`src/rtl/decode_stage.sv`:
```
// RV32I decode stage: decodes instr_in into ALU-facing fields and queues the
// results in a 2-entry skid buffer with valid/ready handshakes on both sides.
package decode_pkg;

  localparam logic [5:0] INSTR_INVALID = 6'd0;
  localparam logic [5:0] INSTR_LUI     = 6'd1;
  localparam logic [5:0] INSTR_AUIPC   = 6'd2;
  localparam logic [5:0] INSTR_JAL     = 6'd3;
  localparam logic [5:0] INSTR_JALR    = 6'd4;
  localparam logic [5:0] INSTR_BEQ     = 6'd5;
  localparam logic [5:0] INSTR_BNE     = 6'd6;
  localparam logic [5:0] INSTR_BLT     = 6'd7;
  localparam logic [5:0] INSTR_BGE     = 6'd8;
  localparam logic [5:0] INSTR_BLTU    = 6'd9;
  localparam logic [5:0] INSTR_BGEU    = 6'd10;
  localparam logic [5:0] INSTR_LB      = 6'd11;
  localparam logic [5:0] INSTR_LH      = 6'd12;
  localparam logic [5:0] INSTR_LW      = 6'd13;
  localparam logic [5:0] INSTR_LBU     = 6'd14;
  localparam logic [5:0] INSTR_LHU     = 6'd15;
  localparam logic [5:0] INSTR_SB      = 6'd16;
  localparam logic [5:0] INSTR_SH      = 6'd17;
  localparam logic [5:0] INSTR_SW      = 6'd18;
  localparam logic [5:0] INSTR_ADDI    = 6'd19;
  localparam logic [5:0] INSTR_SLTI    = 6'd20;
  localparam logic [5:0] INSTR_SLTIU   = 6'd21;
  localparam logic [5:0] INSTR_XORI    = 6'd22;
  localparam logic [5:0] INSTR_ORI     = 6'd23;
  localparam logic [5:0] INSTR_ANDI    = 6'd24;
  localparam logic [5:0] INSTR_SLLI    = 6'd25;
  localparam logic [5:0] INSTR_SRLI    = 6'd26;
  localparam logic [5:0] INSTR_SRAI    = 6'd27;
  localparam logic [5:0] INSTR_ADD     = 6'd28;
  localparam logic [5:0] INSTR_SUB     = 6'd29;
  localparam logic [5:0] INSTR_SLL     = 6'd30;
  localparam logic [5:0] INSTR_SLT     = 6'd31;
  localparam logic [5:0] INSTR_SLTU    = 6'd32;
  localparam logic [5:0] INSTR_XOR     = 6'd33;
  localparam logic [5:0] INSTR_SRL     = 6'd34;
  localparam logic [5:0] INSTR_SRA     = 6'd35;
  localparam logic [5:0] INSTR_OR      = 6'd36;
  localparam logic [5:0] INSTR_AND     = 6'd37;

  typedef struct packed {
    logic [5:0]  id;
    logic [31:0] imm;
    logic [4:0]  rs1;
    logic [4:0]  rs2;
    logic [4:0]  rd;
    logic [31:0] pc;
    logic        illegal;
  } dec_entry_t;

  typedef enum logic [2:0] {FMT_R, FMT_I, FMT_SH, FMT_S, FMT_B, FMT_U, FMT_J} fmt_e;

endpackage

module decode_stage
  import decode_pkg::*;
#(
  parameter int XLEN       = 32,
  parameter int SKID_DEPTH = 2
) (
  input  logic            clk,
  input  logic            rst_n,
  input  logic            in_valid,
  output logic            in_ready,
  input  logic [XLEN-1:0] instr_in,
  input  logic [XLEN-1:0] pc_in,
  input  logic            flush,
  output logic            out_valid,
  input  logic            out_ready,
  output logic [5:0]      instr_id,
  output logic [XLEN-1:0] imm,
  output logic [4:0]      rs1_addr,
  output logic [4:0]      rs2_addr,
  output logic [4:0]      rd_addr,
  output logic [XLEN-1:0] pc_out,
  output logic            illegal
);

  typedef enum logic [1:0] {EMPTY = 2'd0, ONE = 2'd1, FULL = 2'(SKID_DEPTH)} count_e;

  function automatic dec_entry_t decode(input logic [31:0] i, input logic [31:0] pc);
    dec_entry_t e;
    fmt_e       fmt;
    logic [5:0] id;
    logic [6:0] f7;
    logic [2:0] f3;
    f7  = i[31:25];
    f3  = i[14:12];
    id  = INSTR_INVALID;
    fmt = FMT_R;
    case (i[6:0])
      7'b0110111: begin id = INSTR_LUI;   fmt = FMT_U; end
      7'b0010111: begin id = INSTR_AUIPC; fmt = FMT_U; end
      7'b1101111: begin id = INSTR_JAL;   fmt = FMT_J; end
      7'b1100111: begin
        fmt = FMT_I;
        id  = (f3 == 3'd0) ? INSTR_JALR : INSTR_INVALID;
      end
      7'b1100011: begin
        fmt = FMT_B;
        case (f3)
          3'd0:    id = INSTR_BEQ;
          3'd1:    id = INSTR_BNE;
          3'd4:    id = INSTR_BLT;
          3'd5:    id = INSTR_BGE;
          3'd6:    id = INSTR_BLTU;
          3'd7:    id = INSTR_BGEU;
          default: id = INSTR_INVALID;
        endcase
      end
      7'b0000011: begin
        fmt = FMT_I;
        case (f3)
          3'd0:    id = INSTR_LB;
          3'd1:    id = INSTR_LH;
          3'd2:    id = INSTR_LW;
          3'd4:    id = INSTR_LBU;
          3'd5:    id = INSTR_LHU;
          default: id = INSTR_INVALID;
        endcase
      end
      7'b0100011: begin
        fmt = FMT_S;
        case (f3)
          3'd0:    id = INSTR_SB;
          3'd1:    id = INSTR_SH;
          3'd2:    id = INSTR_SW;
          default: id = INSTR_INVALID;
        endcase
      end
      7'b0010011: begin
        fmt = FMT_I;
        case (f3)
          3'd0: id = INSTR_ADDI;
          3'd2: id = INSTR_SLTI;
          3'd3: id = INSTR_SLTIU;
          3'd4: id = INSTR_XORI;
          3'd6: id = INSTR_ORI;
          3'd7: id = INSTR_ANDI;
          3'd1: begin
            fmt = FMT_SH;
            id  = (f7 == 7'b0000000) ? INSTR_SLLI : INSTR_INVALID;
          end
          3'd5: begin
            fmt = FMT_SH;
            if (f7 == 7'b0000000)      id = INSTR_SRLI;
            else if (f7 == 7'b0100000) id = INSTR_SRAI;
            else                       id = INSTR_INVALID;
          end
          default: id = INSTR_INVALID;
        endcase
      end
      7'b0110011: begin
        fmt = FMT_R;
        case ({f7, f3})
          10'b0000000_000: id = INSTR_ADD;
          10'b0100000_000: id = INSTR_SUB;
          10'b0000000_001: id = INSTR_SLL;
          10'b0000000_010: id = INSTR_SLT;
          10'b0000000_011: id = INSTR_SLTU;
          10'b0000000_100: id = INSTR_XOR;
          10'b0000000_101: id = INSTR_SRL;
          10'b0100000_101: id = INSTR_SRA;
          10'b0000000_110: id = INSTR_OR;
          10'b0000000_111: id = INSTR_AND;
          default:         id = INSTR_INVALID;
        endcase
      end
      default: id = INSTR_INVALID;
    endcase

    // Illegal entries keep only their pc so they still flow through the handshake.
    e    = '0;
    e.pc = pc;
    if (id == INSTR_INVALID) begin
      e.illegal = 1'b1;
    end else begin
      e.id = id;
      case (fmt)
        FMT_R: begin
          e.rs1 = i[19:15]; e.rs2 = i[24:20]; e.rd = i[11:7];
        end
        FMT_I: begin
          e.imm = {{20{i[31]}}, i[31:20]};
          e.rs1 = i[19:15]; e.rd = i[11:7];
        end
        FMT_SH: begin
          e.imm = {27'b0, i[24:20]};
          e.rs1 = i[19:15]; e.rd = i[11:7];
        end
        FMT_S: begin
          e.imm = {{20{i[31]}}, i[31:25], i[11:7]};
          e.rs1 = i[19:15]; e.rs2 = i[24:20];
        end
        FMT_B: begin
          e.imm = {{19{i[31]}}, i[31], i[7], i[30:25], i[11:8], 1'b0};
          e.rs1 = i[19:15]; e.rs2 = i[24:20];
        end
        FMT_U: begin
          e.imm = {i[31:12], 12'b0};
          e.rd  = i[11:7];
        end
        FMT_J: begin
          e.imm = {{11{i[31]}}, i[31], i[19:12], i[20], i[30:21], 1'b0};
          e.rd  = i[11:7];
        end
        default: begin
          e.id      = INSTR_INVALID;
          e.illegal = 1'b1;
        end
      endcase
    end
    return e;
  endfunction

  count_e     count_q;
  dec_entry_t slot0_q, slot1_q;
  logic       out_valid_q, in_ready_q;
  dec_entry_t dec_d;
  logic       push, pop;

  assign dec_d = decode(instr_in, pc_in);
  assign push  = in_valid & in_ready_q;
  assign pop   = out_valid_q & out_ready;

  // Occupancy FSM; slot0 is always the head so outputs come straight from it.
  always_ff @(posedge clk or negedge rst_n) begin
    if (!rst_n) begin
      count_q     <= EMPTY;
      slot0_q     <= '0;
      slot1_q     <= '0;
      out_valid_q <= 1'b0;
      in_ready_q  <= 1'b1;
    end else if (flush) begin
      count_q     <= EMPTY;
      out_valid_q <= 1'b0;
      in_ready_q  <= 1'b1;
    end else begin
      case (count_q)
        EMPTY: begin
          if (push) begin
            slot0_q     <= dec_d;
            count_q     <= ONE;
            out_valid_q <= 1'b1;
          end
        end
        ONE: begin
          if (push && pop) begin
            slot0_q <= dec_d;
          end else if (push) begin
            slot1_q    <= dec_d;
            count_q    <= FULL;
            in_ready_q <= 1'b0;
          end else if (pop) begin
            count_q     <= EMPTY;
            out_valid_q <= 1'b0;
          end
        end
        FULL: begin
          if (pop) begin
            slot0_q    <= slot1_q;
            count_q    <= ONE;
            in_ready_q <= 1'b1;
          end
        end
        default: begin
          count_q     <= EMPTY;
          out_valid_q <= 1'b0;
          in_ready_q  <= 1'b1;
        end
      endcase
    end
  end

  assign in_ready  = in_ready_q;
  assign out_valid = out_valid_q;
  assign instr_id  = slot0_q.id;
  assign imm       = slot0_q.imm;
  assign rs1_addr  = slot0_q.rs1;
  assign rs2_addr  = slot0_q.rs2;
  assign rd_addr   = slot0_q.rd;
  assign pc_out    = slot0_q.pc;
  assign illegal   = slot0_q.illegal;

endmodule
```
`config.mk`:
```
export PLATFORM = sky130hd
export DESIGN_NAME = decode_stage
export DESIGN_NICKNAME = d
export VERILOG_FILES = /design/src/rtl/decode_stage.sv
export SDC_FILE = /design/constraint.sdc
export NUM_CORES = 1
export LEC_CHECK = 0
export ABC_AREA = 0
export CELL_PAD_IN_SITES_DETAIL_PLACEMENT = 1
export CELL_PAD_IN_SITES_GLOBAL_PLACEMENT = 1
export CORE_ASPECT_RATIO = 0.7
export CORE_UTILIZATION = 30
export CTS_CLUSTER_DIAMETER = 120
export DETAILED_ROUTE_END_ITERATION = 10
export PLACE_DENSITY_LB_ADDON = 0.1
export SYNTH_ARGS = -nofsm -noshare
export SYNTH_HDL_FRONTEND = slang
export SYNTH_SLANG_ARGS = --single-unit
```
`constraint.sdc`:
```
create_clock -name clk -period 5.85 [get_ports clk]
set_input_delay 0.8775 -clock clk [delete_from_list [all_inputs] [get_ports clk]]
set_output_delay 0.8775 -clock clk [all_outputs]
set_load 0.1 [all_outputs]
```
=== Word-level counts from Yosys, hierarchy flattened ===
Cells that the tools add are included.

* Logic and storage cells: 129
* Output and inout port bits: 88
* Register bits: 176
* Input port bits: 69

* Mux-type cells: 42
* Reduce and logical (&&, ||, !) cells: 20
* Eq/ne operators: 46
* Bitwise gates (word level): 4

{| class="wikitable"
|+ Operators with widths
! cell !! number
|-
| 86-bit 2-to-1 mux || 3
|-
| 86-bit case mux with 3 select lines || 1
|-
| 32-bit case mux with 6 select lines || 1
|-
| 6-bit case mux with 10 select lines || 1
|-
| 6-bit case mux with 9 select lines || 1
|-
| 53-bit 2-to-1 mux || 1
|-
| 6-bit case mux with 8 select lines || 1
|-
| 10-bit by 3-bit equality test with 1-bit output, second input constant || 4
|-
| 5-bit 2-to-1 mux || 6
|-
| 7-bit by 6-bit equality test with 1-bit output, second input constant || 4
|-
| 4-bit case mux with 6 select lines || 1
|-
| 3-bit equality test, second input constant || 7
|-
| 7-bit equality test, second input constant || 3
|-
| 10-bit by 2-bit equality test with 1-bit output, second input constant || 2
|-
| 10-bit by 9-bit equality test with 1-bit output, second input constant || 2
|-
| 4-bit case mux with 5 select lines || 1
|-
| 3-bit != test, second input constant || 6
|-
| 3-bit case mux with 6 select lines || 1
|-
| 5-bit case mux with 3 select lines || 1
|-
| 7-bit by 5-bit equality test with 1-bit output, second input constant || 2
|-
| 2-bit 2-to-1 mux || 7
|-
| 3-bit by 2-bit equality test with 1-bit output, second input constant || 4
|-
| 4-bit AND reduction || 3
|-
| 1-bit 2-to-1 mux || 11
|-
| other kinds (25) || 38
|}

=== Depth between registers and ports, before layout ===
* Depth after elaboration: 10
* Depth in mapped cells: 11

=== Worst setup path before layout ===
OpenSTA, ideal clock, no wires.

* Kind: input to register
* Start point: in instr_in[25]
* End point: reg slot1_q[74] in the netlist's numbering
* Data arrival time: 2,852 ps
* Data required time: 5,746 ps
* Path buffers: 2
* Cell stages on the path: 8
* Setup time: 104 ps
* Setup slack: 2,895 ps
* Path through: or4_1 > or3_4 > o32ai_4 > nand4bb_1 > nor2_1 > buf_6 > buf_6 > o41ai_2

* Word-level cells in the longest chain between the ends: 7

{| class="wikitable"
|+ Ends and longest elaborated chain
! item !! RTL line !! source
|-
| start: declaration || 68 || <nowiki>input logic [XLEN-1:0] instr_in,</nowiki>
|-
| 7-bit by 6-bit equality test with 1-bit output || 150 || <nowiki>else if (f7 == 7'b0100000) id = INSTR_SRAI;</nowiki>
|-
| 5-bit 2-to-1 mux || 150 ||
|-
| 5-bit 2-to-1 mux || 149 || <nowiki>if (f7 == 7'b0000000) id = INSTR_SRLI;</nowiki>
|-
| 6-bit case mux with 8 select lines || 136 || <nowiki>case (f3)</nowiki>
|-
| 6-bit case mux with 9 select lines * || 94 || <nowiki>case (i[6:0])</nowiki>
|-
| 6-bit logical NOT * || 178 || <nowiki>if (id == INSTR_INVALID) begin</nowiki>
|-
| 53-bit 2-to-1 mux * || 178 ||
|-
| end signal: assignment || 234 || <nowiki>slot1_q <= '0;</nowiki>
|-
| end signal: assignment || 254 || <nowiki>slot1_q <= dec_d;</nowiki>
|-
| end: declaration || 220 || <nowiki>dec_entry_t slot0_q, slot1_q;</nowiki>
|}

Mark *: on every way between the ends. The rest lies on a longest branch, timed or not. The select of a mux whose other input is x is not followed.
A chain may end at the register's enable or synchronous reset.

=== Worst setup path in the final report ===
* Start point: in instr_in[13]
* End point: reg slot1_q[68] in the netlist's numbering

* Word-level cells in the longest chain between the ends: 7

{| class="wikitable"
|+ Ends and longest elaborated chain
! item !! RTL line !! source
|-
| 3-bit equality test or 3-bit by 1-bit equality test with 1-bit output (tied branches) || n/a ||
|-
| 2-bit OR reduction (no source line) || n/a ||
|-
| 2-bit 2-to-1 mux || 136 ||
|-
| 3-bit case mux with 6 select lines || 94 ||
|-
| 3-bit equality test (tied with other cells) || 182 || <nowiki>case (fmt)</nowiki>
|-
| 32-bit case mux with 6 select lines || 182 ||
|-
| 53-bit 2-to-1 mux * || 178 ||
|}

Marked as above.

==> metrics.cfg <==
[run_status]
outcome=complete, no violations

[final_layout]
area_growth_pct=28.5
diodes=0
regArea_um2=4410
n_fill_cell=3226
nets=1170
drive_gt1_frac=0.0638
multi_input_area_um2=3850

[setup_path]
timing.rr.start=in_ready$_DFFE_PN1P_
critPathCaptureType=flip-flop
path_class=in -> reg
reg2regPathDepth=7
rrSetupSlack_ps=2830
crit_start=instr_in[13]
cp.required_ps=6140
reg2reg_to=imm[5]$_DFFE_PN0P_
crit_arrival_ps=4410
start_kind=input port
crit_path_max_fanout=28

[pwr]
power.leakage_nw=4.71
peakVddDrop_v=0.000207
power_per_cell_area_nw_per_um2=416

[synthesis]
yosys_warnings=0
avgSynthCellArea_um2=8.60
ys_ff_latch=176
synthCells=997
synth_area_leaders=dfrtp_1 51%, nand2_1 12%, a21oi_1 4.5%
synthFlopType=dfrtp_1
yosysTopAreaCell=dfrtp_1
async_flop_share=1.00
syn_nets=1066
synth-edff-count=0
yosysSeqAreaShare=0.514
synth_area_um2=8570
synth_top_area_frac=0.511
yosys.cell_types.count=61

[sta]
hold_viol=0
setup_viol=0
maxSlewHeadroom=0.299
skew_ps=7.91
fmax_mhz=242
rsz0062_at_grt=false
fin_crit_sh=0.705
timing.setup.tns_ps=0
worst_pin_slew_ps=1050
worst_slack_ps=1720
fin_crit_ps=4130
drv_slew=0

[floorplanning]
start_util=0.307
boundaryPins=157
fp.coreArea_um2=27900
rows=51
die_height_um=143
die_w_um=204
die_area_um2=29300

[routing]
vias=7685
ant_nets=0
dr.pass1.iters=4
drc=0
routed_wire_length_per_instance_um=19.7
drt-initial-drc-count=357
vias_per_cell=5.18
routed_wirelength_um=29200

[worst_hold_path]
hold_path_depth=2
hp-start=slot1_q[70]$_DFFE_PN0P_
hold_path_end=slot1_q[70]$_DFFE_PN0P_
hold_class=reg -> reg

[cts]
cts_made_buffers=17
clk_latency_ps=430
clkTransAtPathRegs_ps=70
cts-root-buf=clkbuf_16
cts-resized-gates=0
ctsHoldBuffers=0
cts_setup_buffers=0
cts_tree=built
cts_sinks=176
cts.path.max_buffers=2
h-tree-depth=4

[global_routing]
grt_pass1_vias=7577
grt_overflow=0
grt_max_degree=125
grt_antenna_before_repair=0
grt_pass1_wl_um=45900
grt_use_total=0.204

[job]
maxCapViolCount=0

[place]
place_ws_ps=1270
portBuffers=156
gp_congestion=0.838
hpwl_um=19000

[flip-flops by register name, indices dropped and copies added (netlist names), 2 cells and up]
register	cells
instr_id	6
rs2_addr	5
imm	32
rs1_addr	5
count_q	2
rd_addr	5
slot1_q	86
pc_out	32
[cells in the final DEF, fill, tap and decap left out, drive strengths merged, types with 3 or more instances in the layout]
cell type / n
a211oi: 5
nand4: 13
inv: 7
clkinvlp: 4
bufinv: 3
o211ai: 3
and2: 4
o31ai: 27
and3: 39
a31o: 6
clkdlybuf4s50: 155
dfrtp: 175
nand2: 268
a31oi: 36
nand3b: 6
o2bb2ai: 6
nor2b: 9
clkbuf: 20
nand3: 26
nor4b: 3
a22oi: 5
o21ai: 68
nor2: 68
buf: 12
nor3: 6
o21a: 4
a21oi: 77
o41ai: 11
nand2b: 7
[cells in the mapped netlist, types with 3 or more instances]
cell and count:
nor2b_1 9, a211oi_1 5, nand2_1 268, dfrtp_1 175, nand2b_1 7, inv_1 4, nand4_1 13, buf_1 8
o211ai_1 3, o31ai_1 27, and2_1 4, nand3_1 26, o41ai_2 5, a31o_2 6, nor4b_1 3, and3_1 39
a21oi_1 77, o21ai_0 67, clkbuf_1 63, nor2_1 68, buf_2 10, nor3_1 6, o21a_1 4, o41ai_1 6
a31oi_1 36, nand3b_1 6, a22oi_1 5, o2bb2ai_1 6
[layout make-up]
cell class                 count  share of cell area
clock inverter                12              0.0142
multi-input combinational    734               0.350
inverter                       4             0.00136
clock buffer                  19              0.0411
tap                          371              0.0421
timing repair buffer         168               0.151
sequential                   176               0.400
[power by group]
group | switching, mW | total [mW] | internal [mW]
clock | 0.519 | 1.21 | 0.696
combinational | 1.36 | 1.77 | 0.409
sequential | 0.136 | 1.60 | 1.47
total | 2.01 | 4.58 | 2.57
[stage by stage]
stage / area (µm²) / instances / util / hold WS, ps / power [mW]
floorplan: 8570 / 997 / - / 435 / 2.90
global placement: 10400 / 1453 / 0.372 / 452 / 3.39
detailed placement: 10400 / 1453 / 0.372 / 454 / 3.41
CTS: 11000 / 1484 / 0.394 / 471 / 4.64
global route: 11000 / 1484 / 0.394 / 487 / 4.79
finish: 11000 / 1484 / 0.394 / 467 / 4.58
[worst max-delay path by stage]
stage | end | depth (start not counted) | slack, ps
global route | slot1_q[66]$_DFFE_PN0P_ | 9 | 1490
detailed placement | slot1_q[68]$_DFFE_PN0P_ | 9 | 1270
finish | slot1_q[68]$_DFFE_PN0P_ | 9 | 1720
CTS | slot1_q[61]$_DFFE_PN0P_ | 9 | 1730
global placement | slot1_q[68]$_DFFE_PN0P_ | 9 | 1340
floorplan | slot1_q[74]$_DFFE_PN0P_ | 8 | 2890
[logic make-up after synthesis]
group | Yosys count | share of synthesized area
buffers and inverters | 87 | 0.0413
xor gates and xnor gates | 2 | 0.00204
muxes | 1 | 0.00117
AOI/OAI and AO/OA | 266 | 0.198
adders and majority gates | 1 | 0.00117
and+or+nand+nor | 464 | 0.243
DFF | 176 | 0.514
[per-layer routing]
metal  up-vias  wire length (µm)  part of all wire  track usage
li1       3691                 -                 -            -
met1      3864             15400              0.53        0.311
met2       122             12700              0.43        0.298
met3         8              1010             0.035       0.0381
met4         0               168            0.0058       0.0377
met5         -                 0                 0            0
[worst max-delay path, cell delays in order]
cell and delay [ps]:
clkdlybuf4s50_1 1020, nor2b_1 520, nor2_1 80, a211o_1 260, a311oi_2 350, nand3b_1 200
nor2_4 630, buf_4 340, o41ai_1 110
Note: power is estimated with default switching activity, not from simulation.
